`src/rtl/elevator_pkg.sv`:
```
// elevator_pkg
// Shared definitions for the elevator car controller:
//   - AC motion-command encodings (code 3 is handled like AC_STOP)
//   - number of floors served
//   - car state enum
//   - floor_onehot(): floor number -> one-hot at-floor sensor vector
package elevator_pkg;

  localparam logic [1:0] AC_UP   = 2'd0;
  localparam logic [1:0] AC_DOWN = 2'd1;
  localparam logic [1:0] AC_STOP = 2'd2;

  localparam logic [2:0] N_FLOORS = 3'd4;

  typedef enum logic [2:0] {
    AT_FLOOR     = 3'd0,
    TRAVEL_UP    = 3'd1,
    TRAVEL_DOWN  = 3'd2,
    DOOR_OPENING = 3'd3,
    DOOR_OPEN    = 3'd4,
    DOOR_CLOSING = 3'd5
  } car_state_t;

  // Bit 0 is floor 1. An out-of-range floor gives all zeros.
  function automatic logic [3:0] floor_onehot(input logic [2:0] floor_num);
    logic [3:0] oh;
    oh = 4'b0000;
    case (floor_num)
      3'd1:    oh = 4'b0001;
      3'd2:    oh = 4'b0010;
      3'd3:    oh = 4'b0100;
      3'd4:    oh = 4'b1000;
      default: oh = 4'b0000;
    endcase
    return oh;
  endfunction

endpackage

```
`src/rtl/seg_timer.sv`:
```
// seg_timer
// Loadable down-counter shared by the travel and door phases of car_drive.
// Ports:
//   CLK    in   clock, rising edge
//   RESET  in   synchronous active-high reset, clears the count
//   load   in   load the count from value at the next edge
//   value  in   W-bit reload value (phase length minus one)
//   done   out  count reads zero
// Once the count reaches zero it holds there until the next load.
module seg_timer #(
  parameter int W = 8
) (
  input  logic         CLK,
  input  logic         RESET,
  input  logic         load,
  input  logic [W-1:0] value,
  output logic         done
);

  logic [W-1:0] count;

  always_ff @(posedge CLK) begin
    if (RESET) begin
      count <= '0;
    end else if (load) begin
      count <= value;
    end else if (count != '0) begin
      count <= count - W'(1);
    end
  end

  assign done = (count == '0);

endmodule

```
`src/rtl/car_drive.sv`:
```
// car_drive
// Elevator car drive controller for a four-floor shaft: moves the car one
// floor segment at a time on AC commands and sequences the door on OPEN.
// The travel and door phases share one seg_timer.
//
// Parameters:
//   FLOOR_TICKS  cycles per floor segment (2..255)
//   DOOR_TICKS   cycles per door open or close stroke (2..255)
//   INIT_FLOOR   floor occupied after reset (1..4)
// Ports:
//   CLK          in   clock, rising edge
//   RESET        in   synchronous active-high reset, overrides everything
//   AC[1:0]      in   motion command: 0 up, 1 down, 2/3 stop
//   OPEN         in   door-open request, level-sensitive
//   S1..S4       out  at-floor sensors, one-hot at a floor, zero in travel
//   POS[2:0]     out  last floor reached
//   MOVING       out  car is in a travel state
//   DOOR         out  door fully open
//   FAULT        out  sticky illegal-command flag
// Build option:
//   CAR_DRIVE_FAULT_EN  when defined, an up/down command that cannot be
//                       obeyed sets FAULT until RESET; otherwise FAULT is 0
//                       and such commands are simply ignored.
//
// State table:
//   AT_FLOOR     | parked at POS, door closed, accepting commands
//   TRAVEL_UP    | moving towards POS+1, commands ignored
//   TRAVEL_DOWN  | moving towards POS-1, commands ignored
//   DOOR_OPENING | door stroke opening
//   DOOR_OPEN    | door fully open, held while OPEN is high
//   DOOR_CLOSING | door stroke closing, OPEN re-opens
module car_drive
  import elevator_pkg::*;
#(
  parameter int FLOOR_TICKS = 8,
  parameter int DOOR_TICKS  = 4,
  parameter int INIT_FLOOR  = 1
) (
  input  logic       CLK,
  input  logic       RESET,
  input  logic [1:0] AC,
  input  logic       OPEN,
  output logic       S1,
  output logic       S2,
  output logic       S3,
  output logic       S4,
  output logic [2:0] POS,
  output logic       MOVING,
  output logic       DOOR,
  output logic       FAULT
);

  localparam logic [7:0] FLOOR_LOAD = 8'(FLOOR_TICKS - 1);
  localparam logic [7:0] DOOR_LOAD  = 8'(DOOR_TICKS - 1);
  localparam logic [2:0] POS_RESET  = 3'(INIT_FLOOR);

  car_state_t state, next_state;
  logic [2:0] pos, pos_next;
  logic       timer_load;
  logic [7:0] timer_value;
  logic       timer_done;
  logic       traveling;
  logic [3:0] sensors;

  seg_timer #(.W(8)) u_seg_timer (
    .CLK   (CLK),
    .RESET (RESET),
    .load  (timer_load),
    .value (timer_value),
    .done  (timer_done)
  );

  always_ff @(posedge CLK) begin
    if (RESET) begin
      state <= AT_FLOOR;
      pos   <= POS_RESET;
    end else begin
      state <= next_state;
      pos   <= pos_next;
    end
  end

  always_comb begin
    next_state  = state;
    pos_next    = pos;
    timer_load  = 1'b0;
    timer_value = DOOR_LOAD;
    case (state)
      AT_FLOOR: begin
        if (OPEN) begin
          next_state  = DOOR_OPENING;
          timer_load  = 1'b1;
          timer_value = DOOR_LOAD;
        end else begin
          case (AC)
            AC_UP: begin
              if (pos < N_FLOORS) begin
                next_state  = TRAVEL_UP;
                timer_load  = 1'b1;
                timer_value = FLOOR_LOAD;
              end
            end
            AC_DOWN: begin
              if (pos > 3'd1) begin
                next_state  = TRAVEL_DOWN;
                timer_load  = 1'b1;
                timer_value = FLOOR_LOAD;
              end
            end
            AC_STOP: next_state = AT_FLOOR;
            default: next_state = AT_FLOOR;
          endcase
        end
      end
      TRAVEL_UP: begin
        if (timer_done) begin
          pos_next   = pos + 3'd1;
          next_state = AT_FLOOR;
        end
      end
      TRAVEL_DOWN: begin
        if (timer_done) begin
          pos_next   = pos - 3'd1;
          next_state = AT_FLOOR;
        end
      end
      DOOR_OPENING: begin
        if (timer_done) next_state = DOOR_OPEN;
      end
      DOOR_OPEN: begin
        if (!OPEN) begin
          next_state  = DOOR_CLOSING;
          timer_load  = 1'b1;
          timer_value = DOOR_LOAD;
        end
      end
      DOOR_CLOSING: begin
        // A re-open request wins over stroke completion and restarts the
        // opening stroke from the beginning.
        if (OPEN) begin
          next_state  = DOOR_OPENING;
          timer_load  = 1'b1;
          timer_value = DOOR_LOAD;
        end else if (timer_done) begin
          next_state = AT_FLOOR;
        end
      end
      default: next_state = AT_FLOOR;
    endcase
  end

  assign traveling = (state == TRAVEL_UP) || (state == TRAVEL_DOWN);

  always_comb begin
    sensors = floor_onehot(pos);
    if (traveling) sensors = 4'b0000;
  end

  assign {S4, S3, S2, S1} = sensors;
  assign POS    = pos;
  assign MOVING = traveling;
  assign DOOR   = (state == DOOR_OPEN);

`ifdef CAR_DRIVE_FAULT_EN
  logic illegal_cmd;
  logic fault_q;

  // Up at the top floor, down at the bottom floor, or any motion command
  // while the door is in use.
  always_comb begin
    illegal_cmd = 1'b0;
    case (state)
      AT_FLOOR: illegal_cmd = ((AC == AC_UP) && (pos == N_FLOORS)) ||
                              ((AC == AC_DOWN) && (pos == 3'd1));
      DOOR_OPENING, DOOR_OPEN, DOOR_CLOSING:
        illegal_cmd = (AC == AC_UP) || (AC == AC_DOWN);
      default: illegal_cmd = 1'b0;
    endcase
  end

  always_ff @(posedge CLK) begin
    if (RESET) begin
      fault_q <= 1'b0;
    end else if (illegal_cmd) begin
      fault_q <= 1'b1;
    end
  end

  assign FAULT = fault_q;
`else
  assign FAULT = 1'b0;
`endif

endmodule

```
`config.mk`:
```
export PLATFORM = sky130hd
export DESIGN_NAME = car_drive
export DESIGN_NICKNAME = d
export VERILOG_FILES = /design/src/rtl/elevator_pkg.sv /design/src/rtl/seg_timer.sv /design/src/rtl/car_drive.sv
export SDC_FILE = /design/constraint.sdc
export NUM_CORES = 1
export LEC_CHECK = 0
export CAP_MARGIN = 20
export CORE_UTILIZATION = 48
export DETAILED_ROUTE_END_ITERATION = 12
export GPL_TIMING_DRIVEN = 0
export PLACE_DENSITY = 0.76
export SYNTH_ARGS = -nofsm -noshare
export SYNTH_HDL_FRONTEND = slang
export SYNTH_HIERARCHICAL = 1
export SYNTH_SLANG_ARGS = --single-unit
```
`constraint.sdc`:
```
create_clock -name CLK -period 2.1 [get_ports CLK]
set_input_delay 0.42 -clock CLK [delete_from_list [all_inputs] [get_ports CLK]]
set_output_delay 0.42 -clock CLK [all_outputs]
set_load 0.02 [all_outputs]
```
* Word level (Yosys, flattened, before mapping)
Cells that the tools add are included.
** Storage, ports and cells
- Register bits after elaboration :: 14
- Input bits :: 5
- Word-level logic and storage cells :: 62
** Operators by class
- Add/sub/neg operators :: 3
- $lt $le $gt $ge :: 2
- Equal/unequal tests :: 16
- Muxes and demuxes :: 28
- Reduce and logical (&&, ||, !) cells :: 10
** Operator list (number)
- two-way mux 3 bit :: 13
- case mux 3 bit (2 select lines) :: 3
- two-way mux 8 bit :: 2
- case mux 4 bit (4 select lines) :: 1
- case mux 3 bit (5 select lines) :: 1
- equality test 3 x 2 -> 1 bit, second input constant :: 4
- equality test 3 bit, second input constant :: 3
- logical NOT 8 bit :: 1
- != test 2 bit, second input constant :: 4
- != test 4 bit, second input constant :: 2
- nonzero test 8 bit :: 1
- subtractor 8 x 1 -> 8 bit, second input constant :: 1
- equality test 3 x 1 -> 1 bit, second input constant :: 2
- two-way mux 1 bit :: 5
- two-way mux 4 bit :: 1
- AND reduction 4 bit :: 1
- nonzero test 2 bit :: 2
- adder 3 x 1 -> 3 bit, second input constant :: 1
- > comparator 3 x 1 -> 1 bit, second input constant :: 1
- logical NOT 3 bit :: 1
- < comparator 3 bit, second input constant :: 1
- case mux 1 bit (3 select lines) :: 1
- AND reduction 3 bit :: 1
- subtractor 3 x 1 -> 3 bit, second input constant :: 1
- other kinds (5) :: 5

* Depth between registers and ports, before layout
- Word-level depth :: 6
- Mapped depth :: 9
- Gate-level depth less buffers :: 8

* Hierarchy
Netlist, hierarchy kept.
** Modules (own cells, without submodules)
- car_drive :: times used 1, cells an instance 75, area each 620.6 µm², seq. area each 120.1 µm²
- seg_timer :: times used 1, cells an instance 53, area each 475.5 µm², seq. area each 160.2 µm²

* Worst setup path before layout
No wires, ideal clock.
- Path type :: register to register
- Start point :: register pos[1], in the netlist POS[1]
- End point :: register u_seg_timer.count[0]
- Arrival :: 2.109 ns
- Required time :: 1.970 ns
- Slack :: -0.139 ns
- Stages on the path, launching flop included :: 10
- Buffers on the path :: 1
- Cells stage by stage :: dfxtp_1 > inv_1 > ha_1 > o21bai_1 > a211o_1 > a211oi_1 > clkbuf_1 > nor3_1 > nand2_1 > o211ai_2
** Between the ends
- Word-level cells in the longest chain between the ends :: 6
- Elaborated cells between the ends (all ways) :: 9
- Those cells by class :: 2 x order compare; 6 x mux; 1 x reduce/logical
** RTL lines
- start, declared :: RTL line car_drive.sv:58 : logic [2:0] pos, pos_next;
- start signal, assigned :: RTL line car_drive.sv:79 : pos <= pos_next;
- > comparator 3 x 1 -> 1 bit or < comparator 3 bit (tied branches) :: RTL line car_drive.sv:104, car_drive.sv:97
- two-way mux 1 bit (on tied branches) :: RTL line car_drive.sv:104, car_drive.sv:97
- case mux 1 bit (2 select lines) (*) :: RTL line car_drive.sv:95 : case (AC)
- two-way mux 1 bit (*) :: RTL line car_drive.sv:90 : if (OPEN) begin
- case mux 1 bit (3 select lines) (*) :: RTL line car_drive.sv:88 : case (state)
- via timer_load :: RTL line car_drive.sv:59 : logic timer_load;
- two-way mux 8 bit or nonzero test 2 bit (tied branches)
- end signal, assigned :: RTL line seg_timer.sv:26 : count <= value;
- end signal, assigned :: RTL line seg_timer.sv:28 : count <= count - W'(1);
- end, declared :: RTL line seg_timer.sv:20 : logic [W-1:0] count;
The timed path passes the listed nets; every way through them passes the cells marked *.
A chain may end at the register's enable or synchronous reset.

* Worst setup path in the final report
- Start point :: register state[0]
- End point :: output port S1
** Between the ends
- Word-level cells in the longest chain between the ends :: 3
- Elaborated cells between the ends (all ways) :: 4
- Those cells by class :: 2 x eq/ne; 1 x mux; 1 x reduce/logical
** RTL lines
- start, declared :: RTL line car_drive.sv:57 : car_state_t state, next_state;
- start signal, assigned :: RTL line car_drive.sv:78 : state <= next_state;
- equality test 3 x 1 -> 1 bit or equality test 3 x 2 -> 1 bit (tied branches) :: RTL line car_drive.sv:152 : assign traveling = (state == TRAVEL_UP) || (state == TRAVEL_DOWN);
- logical OR 1 bit (*) :: RTL line car_drive.sv:152
- two-way mux 4 bit (*) :: RTL line car_drive.sv:156 : if (traveling) sensors = 4'b0000;
- end, declared :: RTL line car_drive.sv:43 : output logic S1,
Mark *: on every way between the ends. The rest lies on a longest branch, timed or not.

==> results_dict.tcl <==
set metrics [dict create \
    drt_first_pass_iters 4 \
    data_required_time_of_the_worst_path_ns 1.68 \
    fmaxAchievable_ghz 0.503 \
    timing.setup.critical_path_class "flip-flop to output port" \
    clockRootBuffer "sky130_fd_sc_hd__clkbuf_4" \
    drive_above_1_share_pct 17.5 \
    netlist_instances 128 \
    count_of_flip_flops_with_a_built_in_enable_after_synthesis 0 \
    nNetsFinal 167 \
    synth_simple_gate_area_share_pct 30.6 \
    first_iter_violations 27 \
    dr_total_vias 994 \
    vdd.ir_drop.worst_mv 0.603 \
    cts.clk_slew.worst_paths_ns 0.09 \
    setup_viol 0 \
    cap_viol_max_count 0 \
    synth_top_area_share_pct 25.6 \
    rsz0062_at_grt "false" \
    post-route-cell-area_um2 1370 \
    n_antenna_cell 0 \
    dieArea_um2 2480 \
    io_pins 15 \
    min_period_ns 1.99 \
    synth-compound-area-share_pct 20.2 \
    netlist_area_um2 1100 \
    largest_family_of_logic_cells_by_synthesized_area "simple AND/OR/NAND/NOR gates" \
    synth.area.mux_share_pct 1.94 \
    synth-async-reset-ratio_pct 0 \
    routed_wl_mm 2.22 \
    grt_start_max_net_pins 16 \
    cts.htree.levels 1 \
    hold_viol 0 \
    grt_pass1_vias 884 \
    number_of_antenna_violations_at_the_first_check_in_global_routing 0 \
    grt.total_usage_pct 19.7 \
    status "finished clean" \
    startpoint_type_of_the_worst_setup_path "flip-flop" \
    drt-wirelength-per-cell_um 12.3 \
    rows 16 \
    critical_path.max_fanout 6 \
    count_of_buffers_from_port_buffering 13 \
    ys_types 46 \
    clock_path_buffers 2 \
    min_period_over_period_pct 94.7 \
    worstSetupStartpoint "state[0]" \
    cp.arrival_ns 1.57 \
    cts_buffers 3 \
    detailed_place_hpwl_mm 1.65 \
    yosysWarnings 6 \
    finalMaxSlewViolations 0 \
    synth-adder-area-share_pct 7.99 \
    route.detailed.vias_per_inst 5.49 \
    ys_dominant_reg_cell "sky130_fd_sc_hd__dfxtp_1" \
    timing.hold.worst.class "flip-flop to flip-flop" \
    clock-sinks 14 \
    power_per_unit_of_standard_cell_area_nw_per_um2 1270 \
    final_antenna_net_count 0 \
    layout-area-overhead-vs-synth_pct 24.7 \
    synth.most_common_cell "sky130_fd_sc_hd__dfxtp_1" \
    timing.hold.ws_ns 0.552 \
    yosys-top-cells-area "sky130_fd_sc_hd__dfxtp_1, sky130_fd_sc_hd__ha_1, sky130_fd_sc_hd__xnor2_1" \
    synth_common_cells "sky130_fd_sc_hd__dfxtp_1, sky130_fd_sc_hd__nand2_1, sky130_fd_sc_hd__nor2b_1" \
    rr_startpoint "POS[1]" \
    die-width_um 49.8 \
    n_fill_cell 181 \
    average_cell_area_after_synthesis_um2 8.56 \
    placed_cell_area_um2 1290 \
    timing.hold.worst.start "POS[0]" \
    finalClockSkew_ns 0.00314 \
    synth_largest_area_cell "sky130_fd_sc_hd__dfxtp_1" \
    critical_path.endpoint_type "output port" \
    leakage_nw 0.573 \
    placeableCoreArea_um2 2060 \
    start_util_pct 53.2 \
    rrSetupSlack_ns 0.17 \
    synth_xor_area_share_pct 6.39 \
    synth.yosys.seq_area_share_pct 25.6 \
    fp.dieH_um 49.8 \
    cts_tree "yes" \
    route.detailed.drc 0 \
    gp_routability_congestion 0.866 \
    grt_overflow_total 0 \
    first_pass_grt_wire_length_mm 3.83 \
    count_of_state_elements_after_synthesis 14 \
    worst_skew_late_latency_ns 0.28 \
]
timing repair:
item	in CTS	in global routing
resized for setup	10	6
endpoints found under the hold margin	0	0
setup buffers	0	3
setup endpoints to repair	10	5
hold buffers	0	0
pin swaps	0	1
power breakdown:
part	switching (mW)	internal [mW]
combinational	0.561	0.513
sequential	0.107	0.358
clock	0.0926	0.105
placed cells by master, fill, tap and decap left out, types with 3 or more instances in the layout:
master and instances:
sky130_fd_sc_hd__nor2b_1 8, sky130_fd_sc_hd__nor3_1 6, sky130_fd_sc_hd__ha_1 7, sky130_fd_sc_hd__conb_1 8, sky130_fd_sc_hd__dfxtp_1 12, sky130_fd_sc_hd__clkdlybuf4s50_1 7
sky130_fd_sc_hd__nor3b_1 5, sky130_fd_sc_hd__nand2_1 12, sky130_fd_sc_hd__o21ai_0 4, sky130_fd_sc_hd__buf_4 6, sky130_fd_sc_hd__dlygate4sd2_1 5, sky130_fd_sc_hd__a21oi_1 4
sky130_fd_sc_hd__nor2_1 6, sky130_fd_sc_hd__o32ai_1 4, sky130_fd_sc_hd__inv_1 7, sky130_fd_sc_hd__xnor2_1 5, sky130_fd_sc_hd__clkbuf_4 3
critical path, cell delays in order (launching register included):
cell	delay [ns]
sky130_fd_sc_hd__dfxtp_1	0.38
sky130_fd_sc_hd__xnor2_2	0.26
sky130_fd_sc_hd__nor2_2	0.12
sky130_fd_sc_hd__nor3b_1	0.17
sky130_fd_sc_hd__dlygate4sd2_1	0.35
flip-flops by register name, summed over array words and instances, names as in the netlist:
register and flops:
POS 3, state 3, u_seg_timer/count 8
metal layers:
| metal | vias to the layer above | GRT usage, % | part of all wire, % |
|---|---|---|---|
| li1 | 505 | - | - |
| met1 | 469 | 26.3 | 49 |
| met2 | 20 | 32.4 | 48 |
| met3 | 0 | 2.78 | 2.6 |
| met4 | 0 | 5.71 | 0 |
| met5 | - | 0 | 0 |
metrics by stage:
stage	utilization [%]	total power, mW	setup WS (ns)	std cells	TNS (ns)
finish	66.3	1.74	0.111	181	0
global route	66.3	1.87	0.0128	181	0
CTS	64.5	1.68	0.00522	178	0
detailed placement	62.5	1.49	-0.258	174	-1.11
global placement	62.5	1.45	-0.232	174	-0.849
floorplan	-	1.23	0.0176	134	0
cells by family (layout without fill, tap and decap cells):
kind of cell | after synthesis | count (layout)
flops | 14 | 14
compound gates | 28 | 28
other cells | 2 | 8
fa+ha+maj | 7 | 7
simple gates | 53 | 53
mux | 2 | 2
buf+inv | 14 | 34
xor+xnor | 8 | 8
cell type report:
type / instances / area (um^2) / area share (%)
multi-input combinational: 106 / 786 / 57.5
sequential: 14 / 285 / 20.9
tap: 27 / 33.8 / 2.47
buffer: 7 / 53.8 / 3.94
timing repair buffer: 16 / 145 / 10.6
inverter: 7 / 26.3 / 1.92
clock buffer: 4 / 36.3 / 2.66
worst paths after layout:
check	depth (start not counted)	end
worst max-delay path	4	S1
worst min-delay path	2	POS[0]
worst max register to register	9	u_seg_timer/count[0]
worst min register to register	2	POS[0]
No activity file was read; power rests on OpenSTA's default activity.
